<file path="config.mk">
export PLATFORM = sky130hd
export DESIGN_NAME = noc_output_arbiter
export DESIGN_NICKNAME = d
export VERILOG_FILES = /design/src/rtl/noc_output_arbiter.sv
export SDC_FILE = /design/constraint.sdc
export NUM_CORES = 1
export LEC_CHECK = 0
export BUFFER_PORTS_ARGS = -buffer_cell sky130_fd_sc_hd__buf_2
export CAP_MARGIN = 5
export CORE_AREA = 2 2 107 109
export DETAILED_ROUTE_END_ITERATION = 8
export DIE_AREA = 0 0 109 111
export PLACE_DENSITY = 0.49
export RECOVER_POWER = 25
export REMOVE_ABC_BUFFERS = 1
export SYNTH_ARGS = -nofsm -noshare
export SYNTH_HDL_FRONTEND = slang
export SYNTH_SLANG_ARGS = --single-unit
export TNS_END_PERCENT = 10
</file>
<file path="constraint.sdc">
create_clock -name clk -period 4.3 [get_ports clk]
set_input_delay 1.29 -clock clk [delete_from_list [all_inputs] [get_ports clk]]
set_output_delay 1.29 -clock clk [all_outputs]
set_load 0.02 [all_outputs]
</file>
<file path="src/rtl/noc_output_arbiter.sv">
// rtl/noc_output_arbiter.sv - round-robin packet-locked output arbiter for one NoC router output port
// Optional per-port grant counters: define ARB_GRANT_STATS_EN.
module noc_output_arbiter #(
  parameter int NPORTS    = 5,
  parameter int FLIT_W    = 16,
  parameter int PKT_FLITS = 5
) (
  input  logic                     clk,
  input  logic                     rst,
  input  logic [NPORTS-1:0]        req_i,
  input  logic [NPORTS-1:0]        nempty_i,
  input  logic [NPORTS*FLIT_W-1:0] data_i,
  input  logic                     ready_i,
  output logic [NPORTS-1:0]        pop_o,
  output logic [NPORTS-1:0]        grant_o,
  output logic [FLIT_W-1:0]        data_o,
  output logic                     valid_o,
  output logic                     busy_o
`ifdef ARB_GRANT_STATS_EN
  ,
  output logic [NPORTS*16-1:0]     grant_cnt_o
`endif
);

  localparam int CNT_W = (PKT_FLITS > 1) ? $clog2(PKT_FLITS) : 1;
  localparam int PTR_W = (NPORTS > 1) ? $clog2(NPORTS) : 1;

  typedef enum logic {IDLE, XFER} state_t;

  state_t           state;
  logic [CNT_W-1:0] flit_cnt;
  logic [PTR_W-1:0] rr_ptr;
  logic [PTR_W-1:0] owner;
  logic [PTR_W-1:0] winner;
  logic             found;
  logic             fire;
  int               sel_idx;

  // Rotating priority search starting at the round-robin pointer.
  always_comb begin
    winner  = '0;
    found   = 1'b0;
    sel_idx = 0;
    for (int i = 0; i < NPORTS; i++) begin
      sel_idx = int'(rr_ptr) + i;
      if (sel_idx >= NPORTS) sel_idx = sel_idx - NPORTS;
      if (!found && req_i[sel_idx]) begin
        winner = PTR_W'(sel_idx);
        found  = 1'b1;
      end
    end
  end

  // Output path is combinational off the registered owner so a pop lands in the accept cycle.
  always_comb begin
    data_o  = '0;
    valid_o = 1'b0;
    pop_o   = '0;
    fire    = 1'b0;
    if (state == XFER) begin
      data_o  = data_i[owner*FLIT_W +: FLIT_W];
      valid_o = nempty_i[owner];
      fire    = nempty_i[owner] && ready_i;
      if (fire) pop_o = grant_o;
    end
  end

  always_ff @(posedge clk or posedge rst) begin
    if (rst) begin
      state    <= IDLE;
      grant_o  <= '0;
      owner    <= '0;
      flit_cnt <= '0;
      rr_ptr   <= '0;
      busy_o   <= 1'b0;
    end else begin
      case (state)
        IDLE: begin
          if (found) begin
            grant_o  <= NPORTS'(1) << winner;
            owner    <= winner;
            flit_cnt <= '0;
            busy_o   <= 1'b1;
            state    <= XFER;
          end
        end
        XFER: begin
          if (fire) begin
            if (flit_cnt == CNT_W'(PKT_FLITS - 1)) begin
              state    <= IDLE;
              grant_o  <= '0;
              busy_o   <= 1'b0;
              flit_cnt <= '0;
              rr_ptr   <= (owner == PTR_W'(NPORTS - 1)) ? '0 : owner + 1'b1;
            end else begin
              flit_cnt <= flit_cnt + 1'b1;
            end
          end
        end
        default: state <= IDLE;
      endcase
    end
  end

`ifdef ARB_GRANT_STATS_EN
  always_ff @(posedge clk or posedge rst) begin
    if (rst) begin
      grant_cnt_o <= '0;
    end else if (state == IDLE && found &&
                 grant_cnt_o[winner*16 +: 16] != 16'hFFFF) begin
      grant_cnt_o[winner*16 +: 16] <= grant_cnt_o[winner*16 +: 16] + 16'd1;
    end
  end
`endif

endmodule

</file>
==> summary by stage, run 1 <==
Run status
The run finished with clean final reports.

Logic synthesis
The commonest cells after synthesis are 24 x nand2_1, 22 x o21ai_0, 20 x nor2b_1. The sequential-to-total area share from yosys stat is 0.149. The most common cell in the synthesized netlist is nand2_1.

The top cell type by total area after synthesis is mux4_2. After synthesis, the share of flip-flops with an asynchronous set or reset is 1.00. In this run, distinct cell masters in the synthesized netlist total 64. The Yosys step of the flow raised 0 warnings. After technology mapping, the gate count stands at between 300 and 400. After synthesis the netlist holds a flip-flop and latch count of 16.

Ranked by total cell area, the synthesized netlist is headed by mux4_2 15%, dfrtp_1 15%, ha_1 7.9%, a22oi_1 4.7%, nor2b_1 4.7%. The synthesized netlist occupies a cell area of between 2000 and 3000 µm². The number of synthesized flops with an enable pin is 0. The most common flop cell mapped by yosys is dfrtp_1. A synthesized cell averages 8.41 µm². Of the post-synthesis cell area, the dominant cell type holds 0.151.

Floorplan
The initial utilization of the core area, before any placement, comes to 0.243. In this run the count of I/O pins placed on the die edge is between 100 and 150. From left edge to right edge, the die measures between 100 and 150 µm. The die area is roughly 12000 µm². The core area is 11100 µm². From bottom edge to top edge, the die measures around 110 µm. The number of standard-cell rows in the floorplan is 39.

Clocking
The number of buffers between clock root and the deepest sink is 2. The worst-skew pair later-pin latency is between 0.2 and 0.25 ns. The clock buffer count from CTS is 3.

Post-CTS timing repair inserted 0 buffers for setup. The number of instances resized during post-cts repair is 0. TritonCTS built the clock tree.

The clock drives 16 sinks. For this design, the CTS-stage hold fixing added 0 buffers. The H-tree depth reported by CTS is 1.

The buffer type at the clock tree root is clkbuf_16. The clock transition at the register clock pins on the worst setup and hold paths after CTS is 0.05 ns.

Min path
Along the worst hold path, the cell count comes to 2. In this run the most critical hold path is launched from busy_o$_DFFE_PP0P_. The tightest min-delay check is of the flip-flop to flip-flop type. The endpoint of the worst hold path is busy_o$_DFFE_PP0P_.

Routing
The wire length after detailed routing is ~9000 µm. The mean routed wirelength per cell is 15.5 µm. The routed layout has about 3000 vias. The first detailed-routing pass ran for 4 iterations. After detailed routing, the number of vias per cell comes to around 5.2. In this run, the number of DRC markers left after iteration 0 of detailed routing was 180. The detail route stage leaves a number of antenna-violating nets equal to 0.

The DRC violations left is 0.

Place
Summing all placed instances gives a cell area of 3430 µm². Routability-driven placement finished with a final weighted congestion of 0.787. After legalization and detailed placement, the total HPWL measured between 7000 and 8000 µm.

The count of buffers from port buffering is between 100 and 150.

Worst setup path
The worst register-to-register path has a depth of 10. The data required time of the worst path is ~3.0 ns. The biggest fanout along the worst timing path is 6. The arrival time of the worst setup path is around 2.7 ns.

In this run the critical register-to-register path is captured at grant_o[2]$_DFFE_PP0P_. The kind of capture point of the worst setup path is an output port. STA classifies the critical path startpoint as a primary input. The setup slack of the most critical reg-to-reg path is between 0.6 and 0.7 ns. The source of the worst register-to-register timing path is rr_ptr[2]$_DFFE_PP0P_. The critical path class is primary input to output port.

Timing
The number of hold violations in the final report is 0. Setup violations remaining at the end of the flow were counted as 0. The transition time of the tightest slew-check pin is around 0.71 ns. The clock period minus worst slack is a little under 4 ns.

The final setup skew is approximately 0.0016 ns. The headroom to the max-slew limit is 0.530. The final total negative setup slack is 0 ns. Setup repair after global routing left no endpoint under its margin. The maximum clock rate is around 250 MHz.

The number of pins exceeding their max-slew limit in the final report is 0. In the finished design, the share of the clock period the worst path needs comes to 0.921.

Power and ir drop
For this design the ratio of total power to cell area is ~860 nW/µm². Summing internal, switching and leakage power gives around 3 mW. VDD sags by at most 0.358 mV. The static leakage power is between 1.5 and 2 nW.

Finish
The final layout contains 541 nets. The number of inserted filler cells in the final layout is 1182. For this run, the share of the core covered by cells in the final layout is 0.318.

The area growth from synthesis to final layout is 30.9%. The repair_antennas step left the layout with diodes totalling 0. Summing all non-filler instances in the final layout gives an area of 3520 µm². The share of final-layout standard cells stronger than drive strength 1 is 0.402.

Global routing
The wire length of the first global-routing pass is ~14000 µm. After global routing the overflow that remains totals 0. The number of global-route vias before repair is ~2800.

The initial antenna violation count is 0. For this run, the total global-route usage over all layers was measured as 0.139. The maximum number of pins on one net before global-route repair is 37.

Job
The max-capacitance violation count is 0.
## power breakdown
group | internal, mW | switching, mW
Sequential | 0.210 | 0.0939
Combinational | 1.05 | 1.46
Clock | 0.141 | 0.0544
## how the worst max path moves through the flow
stage | start | slack [ns] | endpoint | cells past startpoint
floorplan | owner[0]$_DFFE_PP0P_ | 0.28 | pop_o[0] | 4
global placement | nempty_i[3] | 0.38 | pop_o[4] | 6
detailed placement | nempty_i[3] | 0.34 | pop_o[0] | 6
CTS | nempty_i[3] | 0.35 | pop_o[0] | 6
global route | nempty_i[3] | 0.28 | pop_o[1] | 6
finish | nempty_i[3] | 0.34 | pop_o[0] | 6
## routing by layer
| layer | up-vias | share of wire | global-route usage | wire, µm |
|---|---|---|---|---|
| li1 | 1438 | - | - | - |
| met1 | 1420 | 0.43 | 0.178 | 3810 |
| met2 | 116 | 0.48 | 0.249 | 4260 |
| met3 | 2 | 0.086 | 0.0176 | 765 |
| met4 | 0 | 0.0030 | 0.0205 | 27 |
| met5 | - | 0 | 0 | 0 |
## area by class of cell
class                      instances  area (µm²)  share of cell area
clock buffer                       4        88.8              0.0252
inverter                          19        71.3              0.0203
multi-input combinational        261        2110               0.598
sequential                        16         400               0.114
tap                              143         179              0.0508
timing repair buffer             130         676               0.192
## registers in the layout, summed over array words and instances (netlist names)
signal	flops
busy_o	1
flit_cnt	3
grant_o	5
owner	3
rr_ptr	3
state	1
## cells by family (layout without fill, tap and decap cells)
kind of cell / after synthesis / in the layout / synth area share
AO/OA/AOI/OAI: 106 / 106 / 0.280
AND/OR/NAND/NOR: 103 / 103 / 0.205
buffers and inverters: 43 / 153 / 0.0702
multiplexers: 32 / 32 / 0.205
adder cells (fa/ha/maj): 17 / 17 / 0.0791
flip-flops: 16 / 16 / 0.149
XOR/XNOR: 3 / 3 / 0.0126
## cell usage in the layout, fill, tap and decap left out, types with 3 or more instances in the layout
cell       count
a22oi_1       17
inv_1         18
nand3_1        5
mux2i_1       10
nand2_1       24
mux2_2         4
nor3_1         9
o31ai_1        7
nand3b_1       6
dfrtp_1       16
nor2b_1       20
and3_1         8
o21ai_0       22
ha_1          17
clkbuf_16      3
buf_4         10
a21oi_1       15
o22ai_1        3
a211oi_1       6
nor2_1        15
mux4_2        18
buf_2        120
a21o_1         4
## through the flow
| step | setup WS [ns] | hold slack, ns | cells |
|---|---|---|---|
| 4_1_cts | 0.346 | 0.480 | 573 |
| 2_1_floorplan | 0.282 | 0.494 | 296 |
| 3_3_place_gp | 0.380 | 0.466 | 569 |
| 3_5_place_dp | 0.345 | 0.467 | 569 |
| 5_1_grt | 0.281 | 0.502 | 573 |
| 6_report | 0.341 | 0.469 | 573 |
## worst max-delay path, cell delays in order
cell and delay (ns):
buf_2 0.09, mux4_2 0.45, a22o_1 0.26, and2_0 0.22, and3_1 0.21, buf_2 0.15
Power figures use the tool's default switching activity.
==> run 2, diff against run 1 <==
- MAX_ROUTING_LAYER: default -> met4
==> run 2 against run 1 <==
Net effect: clock power about the same; highest routed layer unchanged; critical endpoint unchanged; via count about the same; cell count unchanged; register-to-register slack about the same; die area unchanged.
==> summary by stage, run 2 (synthesized netlist as in run 1, its figures left out) <==
Run status
The run finished with clean final reports.

Timing
The portion of the clock cycle consumed by the worst path in the final layout is 0.921. For the final database, setup skew stands at about 0.0014 ns. The number of pins exceeding their max-slew limit in the final report came to 0. The smallest clock period supported by the final layout is computed as between 3 and 4 ns. The transition time of the tightest slew-check pin is around 0.7 ns. The number of hold violations in the final report is 0. Setup repair after global routing left no endpoint under its margin.

The headroom to the max-slew limit is 0.532. Setup violations remaining at the end of the flow were counted as 0. The maximum clock rate is 253 MHz. For the final routed database, the setup TNS stands at 0 ns.

Min path
Along the worst hold path, the cell count comes to 2. The endpoint of the worst hold path is busy_o$_DFFE_PP0P_. The class of the most critical hold timing path is flip-flop to flip-flop. The startpoint identified for the worst hold timing path is busy_o$_DFFE_PP0P_.

Floorplan
The floorplan step defined a die boundary enclosing ~12000 µm². The initial utilization of the core area, before any placement, comes to 0.243. Pin placement for this block handled between 100 and 150 I/O pins.

Row generation in the floorplan step produced 39 rows. The floorplan step set the die height to 111 µm. The core area is 11100 µm².

The horizontal die dimension is around 110 µm.

Finish
grant_o holds more flip-flops than any other register. The library cells used most frequently in the layout, excluding fill and tap cells, are 120 x buf_2, 24 x nand2_1, 22 x o21ai_0, 20 x nor2b_1. The antenna diode count is 0. Leaving out fill and tap cells, the most frequent cell in the layout is buf_2. The register with the most flip-flops in the layout has 5 of them. The final layout contains 541 nets. The final cell area excluding filler cells is 3520 µm². The share of final-layout standard cells stronger than drive strength 1 is 0.402. Compared with the post-synthesis result, the final layout area differs by 30.9%.

Routing
In this run, the number of DRC markers left after iteration 0 of detailed routing was 160. After detailed routing, the number of remaining DRC violations is 0. The count of antenna-violating nets left after detailed routing is 0. The detailed-route vias per instance is 5.19. The mean routed wirelength per cell is about 15 µm. The wire length after detailed routing is 8850 µm. The first detailed-routing pass ran for 4 iterations. For this block, the via count after detailed routing is 2975.

Power and ir drop
In this run the power density over the cells is roughly 860 nW/µm². The combinational cell fraction of total power is 0.835. The internal portion of the total power is 1.40 mW. VDD sags by at most 0.358 mV. The analysis attributes to cell leakage a power of around 1.6 nW. The total power of the final layout is 3.02 mW. The switching portion of total power is 0.535.

The clock network fraction of total power is 0.065. The share of total power dissipated in sequential elements is 0.101. The switching power is between 1.5 and 2 mW.

Worst setup path
The startpoint identified for the worst register-to-register timing path is rr_ptr[2]$_DFFE_PP0P_. At the worst endpoint, the arrival time is 2.67 ns. The kind of capture point of the worst setup path is an output port.

The critical path in this run is classified as primary input to output port. STA classifies the critical path startpoint as a primary input. The data required time of the worst path is approximately 3.0 ns. Of all nets on the critical path, the largest fanout is 6. Measured in cells, the most critical reg-to-reg path has a length of 10. Setup slack on the worst reg-to-reg path comes out at ~0.69 ns.

The endpoint identified for the worst register-to-register timing path is grant_o[2]$_DFFE_PP0P_.

Global routing
The overall global routing resource usage is 0.143. The initial antenna violation count is 0. The first global-routing pass estimated about 14000 µm of wire. The number of global-route vias before repair is 2846.

The maximum number of pins on one net before global-route repair is 37. After global routing the overflow that remains totals 0.

Clocking
The cell sitting at the root of the clock tree is a clkbuf_16. Buffers inserted during clock tree synthesis total 3. The cts-stage hold buffer count is 0. TritonCTS built the clock tree. The tree built by TritonCTS fans out to 16 sinks.

After clock tree synthesis, the repair step resized 0 gates. The number of buffers between clock root and the deepest sink is 2. After clock tree synthesis, the clock-pin slew on the worst setup and hold paths is approximately 0.05 ns. At the later pin of the worst-skew pair, clock insertion delay measures between 0.2 and 0.25 ns. The number of setup buffers added after CTS is 0. The H-tree depth reported by CTS is 1.

Place
The final weighted congestion in routability-driven placement is ~0.80. The HPWL after detailed placement is 7070 µm. Buffers placed on the I/O ports in this run total 120. The cell area after placement is approximately 3400 µm².

Job
Across the run, the number of max-cap violations was 0.
run 2: cell counts in the layout (fill, tap and decap cells not counted):
No cell type changed its count.
run 2: worst max-delay path by stage:
stage                         start  cells after the start        to  slack, ns
2_1_floorplan  owner[0]$_DFFE_PP0P_                      4  pop_o[0]       0.28
5_1_grt                 nempty_i[3]                      6  pop_o[1]       0.28
4_1_cts                 nempty_i[3]                      6  pop_o[0]       0.35
3_5_place_dp            nempty_i[3]                      6  pop_o[0]       0.34
6_report                nempty_i[3]                      6  pop_o[0]       0.34
3_3_place_gp            nempty_i[3]                      6  pop_o[4]       0.38
run 2: metrics by stage:
stage	std cells	setup slack (ns)	hold slack, ns	utilization
after floorplan	296	0.282	0.494	-
after global placement	569	0.380	0.466	0.310
after detailed placement	569	0.345	0.467	0.310
after CTS	573	0.346	0.480	0.318
after global routing	573	0.281	0.502	0.318
final	573	0.341	0.469	0.318
run 2: layout make-up:
class | count | area [µm²]
timing repair buffer | 130 | 676
sequential | 16 | 400
fill | 1182 | 7560
multi-input combinational | 261 | 2110
inverter | 19 | 71.3
tap | 143 | 179
clock buffer | 4 | 88.8
run 2: critical path: stages:
cell and delay (ns):
buf_2 0.09, mux4_2 0.45, a22o_1 0.26, and2_0 0.22, and3_1 0.21, buf_2 0.15
run 2: power groups by stage:
stage / sequential, mW / clock, mW / combinational [mW]
global route: 0.317 / 0.209 / 2.79
detailed placement: 0.308 / 0 / 2.51
finish: 0.304 / 0.196 / 2.52
CTS: 0.305 / 0.202 / 2.53
global placement: 0.306 / 0 / 2.50
floorplan: 0.370 / 0 / 1.76
run 2: layer usage:
metal | global-route usage | part of all wire
met1 | 0.177 | 0.43
met2 | 0.250 | 0.48
met3 | 0.0176 | 0.084
met4 | 0.0205 | 0.0031
met5 | - | 0
